==> src/rtl/uart_tx_arbiter_if.sv <==
// Bundle of requester and transmitter signals around the UART TX arbiter.
// The arbiter sits on the slave side; the surrounding system is the master.
interface uart_tx_arbiter_if;
  logic [3:0]  req;
  logic [31:0] req_data;
  logic [3:0]  grant;
  logic        tx_start;
  logic [7:0]  tx_data;
  logic        tx_busy;
  logic [1:0]  owner;
  logic        err;

  modport master (
    output req, req_data, tx_busy,
    input  grant, tx_start, tx_data, owner, err
  );

  modport slave (
    input  req, req_data, tx_busy,
    output grant, tx_start, tx_data, owner, err
  );
endinterface

==> src/rtl/uart_tx_arbiter.sv <==
// Round-robin arbiter sharing one UART transmitter among four byte requesters,
// with a bounded wait for the transmitter to acknowledge each start pulse.
module uart_tx_arbiter #(
  parameter int unsigned NREQ = 4,
  parameter int unsigned TMO  = 16
) (
  input logic              clk,
  input logic              reset,
  uart_tx_arbiter_if.slave bus
);

  localparam int unsigned CntW = (TMO > 2) ? $clog2(TMO) : 1;

  typedef enum logic [1:0] {StIdle, StStart, StWaitBusy, StWaitDone} state_e;

  state_e          state_q, state_d;
  logic [3:0]      grant_q, grant_d;
  logic            tx_start_q, tx_start_d;
  logic [7:0]      tx_data_q, tx_data_d;
  logic [1:0]      owner_q, owner_d;
  logic            err_q, err_d;
  logic [CntW-1:0] cnt_q, cnt_d;

  logic [1:0] winner;
  logic [1:0] idx;
  logic       found;

  // Search starts one past the last owner; the 2-bit add wraps modulo four.
  always_comb begin
    winner = owner_q;
    idx    = owner_q;
    found  = 1'b0;
    for (int unsigned k = 1; k <= NREQ; k++) begin
      idx = owner_q + 2'(k);
      if (!found && bus.req[idx]) begin
        winner = idx;
        found  = 1'b1;
      end
    end
  end

  always_comb begin
    state_d    = state_q;
    grant_d    = '0;
    tx_start_d = 1'b0;
    tx_data_d  = tx_data_q;
    owner_d    = owner_q;
    err_d      = 1'b0;
    cnt_d      = cnt_q;
    unique case (state_q)
      StIdle: begin
        if (found && !bus.tx_busy) begin
          grant_d   = 4'b0001 << winner;
          tx_data_d = bus.req_data[{winner, 3'b000} +: 8];
          owner_d   = winner;
          state_d   = StStart;
        end
      end
      StStart: begin
        // Registered so the start pulse follows the grant pulse without overlap.
        tx_start_d = 1'b1;
        cnt_d      = '0;
        state_d    = StWaitBusy;
      end
      StWaitBusy: begin
        if (bus.tx_busy) begin
          state_d = StWaitDone;
        end else if (cnt_q == CntW'(TMO - 1)) begin
          err_d   = 1'b1;
          state_d = StIdle;
        end else begin
          cnt_d = cnt_q + 1'b1;
        end
      end
      StWaitDone: begin
        if (!bus.tx_busy) begin
          state_d = StIdle;
        end
      end
      default: state_d = StIdle;
    endcase
  end

  // Owner resets to 3 so that requester 0 is searched first.
  always_ff @(posedge clk or negedge reset) begin
    if (!reset) begin
      state_q    <= StIdle;
      grant_q    <= '0;
      tx_start_q <= 1'b0;
      tx_data_q  <= 8'h00;
      owner_q    <= 2'd3;
      err_q      <= 1'b0;
      cnt_q      <= '0;
    end else begin
      state_q    <= state_d;
      grant_q    <= grant_d;
      tx_start_q <= tx_start_d;
      tx_data_q  <= tx_data_d;
      owner_q    <= owner_d;
      err_q      <= err_d;
      cnt_q      <= cnt_d;
    end
  end

  assign bus.grant    = grant_q;
  assign bus.tx_start = tx_start_q;
  assign bus.tx_data  = tx_data_q;
  assign bus.owner    = owner_q;
  assign bus.err      = err_q;

endmodule

==> src/flat_wrapper.sv <==
// flat-port wrapper written by rule: the top's interface ports become plain ports
module uart_tx_arbiter_flat 
#(
  parameter int unsigned NREQ = 4,
  parameter int unsigned TMO  = 16
)
  (clk, reset, bus_req, bus_req_data, bus_tx_busy, bus_grant, bus_tx_start, bus_tx_data, bus_owner, bus_err);
  uart_tx_arbiter_if bus_i ();
  input logic clk;
  input logic reset;
  input wire logic [$bits(bus_i.req)-1:0] bus_req;
  input wire logic [$bits(bus_i.req_data)-1:0] bus_req_data;
  input wire logic [$bits(bus_i.tx_busy)-1:0] bus_tx_busy;
  output wire logic [$bits(bus_i.grant)-1:0] bus_grant;
  output wire logic [$bits(bus_i.tx_start)-1:0] bus_tx_start;
  output wire logic [$bits(bus_i.tx_data)-1:0] bus_tx_data;
  output wire logic [$bits(bus_i.owner)-1:0] bus_owner;
  output wire logic [$bits(bus_i.err)-1:0] bus_err;
  assign bus_i.req = bus_req;
  assign bus_i.req_data = bus_req_data;
  assign bus_i.tx_busy = bus_tx_busy;
  assign bus_grant = bus_i.grant;
  assign bus_tx_start = bus_i.tx_start;
  assign bus_tx_data = bus_i.tx_data;
  assign bus_owner = bus_i.owner;
  assign bus_err = bus_i.err;
  uart_tx_arbiter #(.NREQ(NREQ), .TMO(TMO)) u_core (.clk(clk), .reset(reset), .bus(bus_i));
endmodule
==> config.mk <==
export PLATFORM = sky130hd
export DESIGN_NAME = uart_tx_arbiter_flat
export DESIGN_NICKNAME = d
export VERILOG_FILES = /design/src/rtl/uart_tx_arbiter_if.sv /design/src/rtl/uart_tx_arbiter.sv /design/src/flat_wrapper.sv
export SDC_FILE = /design/constraint.sdc
export NUM_CORES = 1
export LEC_CHECK = 0
export BUFFER_PORTS_ARGS = -buffer_cell sky130_fd_sc_hd__buf_2
export CAP_MARGIN = 40
export CORE_MARGIN = 2
export CORE_UTILIZATION = 50
export DETAILED_ROUTE_END_ITERATION = 10
export PLACE_DENSITY = 0.94
export RECOVER_POWER = 50
export SLEW_MARGIN = 20
export SYNTH_ARGS = -nofsm -noshare
export SYNTH_HDL_FRONTEND = slang
export SYNTH_SLANG_ARGS = --single-unit
==> constraint.sdc <==
create_clock -name clk -period 3.7 [get_ports clk]
set_input_delay 0.185 -clock clk [delete_from_list [all_inputs] [get_ports clk]]
set_output_delay 0.185 -clock clk [all_outputs]
set_load 0.005 [all_outputs]
==> impl_metrics.toml <==
[sta]
setup_violations = 0
whs_ns = 0.1395
rsz0062_at_grt = "false"
fmax_ghz = 0.4841
fin_crit_sh_pct = 55.83
tns_ns = 0
min_period_ns = 2.066
tightest_slew_ns = 1.177
postLayoutSetupSlackWorst_ns = 1.634
finClkSkew_ns = 0.004822
drv_slew = 0
finalHoldViolCount = 0
relSlewSlack_pct = 21.54

[clocking]
clkSlewWorstSetupHoldPaths_ns = 0.12
cts_resized = 0
h-tree-depth = 1
worstSkewPairLatency_ns = 0.30
postCtsSetupBuffers = 0
numCtsBuffers = 3
cts_tree = "yes"
clk_path_buf_depth = 2
clock-sinks = 22
cts_hold_buf = 1
cts-root-buf = "clkbuf_4"

[worst_setup_path]
crit_type = "register to register"
arrival_ns = 2.27
crit_required_ns = 3.90
crit_path_start_kind = "register"
timing.rr.start = "u_core.bus.owner[1]$_DFFE_PN1P_"
critPathLaunch = "u_core.bus.owner[1]$_DFFE_PN1P_"
path_max_fanout = 7
end_kind = "register"

[detailed_routing]
post_drt_wl_per_cell_um = 12.99
post-route-drc-count = 0
wirelength_um = 2897
via_per_inst = 5.525
firstDrtPassIters = 4
antenna_left = 0
dr.first_iter.drc_count = 29
num_vias = 1232

[cells_and_area]
layout_commonest_cell = "buf_2"
n_fill_cell = 218
drive_above_1_share_pct = 32.12
area_growth_pct = 26.01
diodes = 0
final_cell_mix = "buf_2, o21ai_0, dfrtp_1, a21oi_1, nor2_1"
nets = 234

[die]
dieArea_sq_um = 2886
pin_count = 55
die_x_um = 53.72
start_util_pct = 51.30
die-height_um = 53.72
num_rows = 18
core_region_area_sq_um = 2410

[synthesis]
synth_top_cell_by_area = "dfrtp_1"
yosysTopAreaCellShare_pct = 40.49
synth-main-ff-cell = "dfrtp_1"
syn-mean-instance-area_sq_um = 9.023
synth_cell_type_count = 31
ys_ff_latch = 22
async_flop_share_pct = 100.0
synth-edff-count = 0
syn-instance-count = 137
yosys-top-cells-area = "dfrtp_1, o21ai_0, mux2i_1, a21oi_1, a221oi_1"
syn_nets = 177
synth_area_sq_um = 1236
yosys_warnings = 0
ys_seq_area_share_pct = 44.74

[grt]
grt_pass1_wl_um = 4498
grt_usage_pct = 21.38
antenna_found_initial = 0
grt_max_degree = 23
globalRouteOverflowTotal = 0
grt_pass1_vias = 1073

[place]
portBuffers = 54
post-place-ws_ns = 1.630
globalplace.congestion = 0.9270
dp_hpwl_um = 2187

[pwr]
cellLeakagePower_nw = 0.7926
ir_drop_uv = 303.5
power.density_nw_per_um2 = 624.3

[outcome]
status = "finished clean"

[worst_hold_path]
hp-start = "bus_tx_busy"
hold_path.class = "input port to register"

[job]
maxCapViolCount = 0
==> cell usage after synthesis (all sizes together) (4+ instances only) <==
cell and n:
dfrtp 20, a21oi 15, a221oi 8, nand3 5, nor2 14, inv 13
mux2i 9, o21ai 21, clkbuf 4, nand2b 4
==> path summary, 6_finish.rpt <==
path | to | slack (ns) | cells past startpoint
worst min register to register | u_core.bus.owner[0]$_DFFE_PN1P_ | 0.55 | 2
worst min-delay path | u_core.state_q[0]$_DFFE_PN0P_ | 0.14 | 2
worst max-delay path | u_core.bus.tx_data[3]$_DFFE_PN0P_ | 1.63 | 6
worst max register to register | u_core.bus.tx_data[3]$_DFFE_PN0P_ | 1.63 | 6
min in group asynchronous | u_core.state_q[1]$_DFFE_PN0P_ | 0.64 | 2
max in group asynchronous | u_core.cnt_q[1]$_DFFE_PN0P_ | 2.37 | 2
==> logic make-up (layout without fill, tap and decap cells) <==
logic type / count (synthesis) / in the layout / synth area share, %
buffers and inverters: 19 / 75 / 7.186
adders and majority gates: 1 / 1 / 1.012
AOI/OAI and AO/OA: 49 / 49 / 24.09
muxes: 9 / 9 / 7.288
and+or+nand+nor: 37 / 37 / 15.69
DFF: 22 / 22 / 44.74
==> routing by layer <==
| layer | wire length (um) | vias to the layer above | track usage, % |
|---|---|---|---|
| met2 | 1399 | 42 | 38.21 |
| met3 | 244 | 2 | 3.611 |
| li1 | - | 605 | - |
| met5 | 0 | - | 0 |
| met1 | 1239 | 583 | 26.30 |
| met4 | 13 | 0 | 5.983 |
==> power breakdown <==
group          leakage, nW  switching [mW]  internal [mW]
Clock               0.0150          0.0695         0.0420
Sequential           0.268          0.0695          0.333
Combinational        0.509           0.246          0.213
==> state kept, by name, summed over array words and instances (netlist names) <==
signal / flops
u_core.bus.tx_data: 8
u_core.bus.grant: 4
u_core.cnt_q: 4
u_core.bus.owner: 2
u_core.state_q: 2
u_core.bus.err: 1
u_core.bus.tx_start: 1
==> through the flow <==
stage	utilization, %	std cells	total power [mW]	cell area (sq um)
floorplan	-	137	0.7218	1236
global placement	63.34	218	0.8461	1526
CTS	64.85	223	0.9774	1563
global route	64.64	223	1.053	1558
detailed placement	63.34	218	0.8653	1526
finish	64.64	223	0.9725	1558
==> worst max-delay path, cell delays in order (launching register included) <==
cell and delay [ns]:
dfstp_2 0.61, or2_2 0.12, a21oi_1 0.07, o31ai_1 0.62
buf_4 0.27, a21oi_1 0.05, a221oi_1 0.24
==> layout make-up <==
class	count	area [sq um]	share of cell area, %
well taps	30	37.54	2.410
multi-input cells	96	594.3	38.15
flip-flops and latches	22	553.0	35.50
clock buffers	4	26.28	1.687
repair buffers	58	297.8	19.12
inverters	13	48.80	3.133
(Power assumes the default switching activity.)
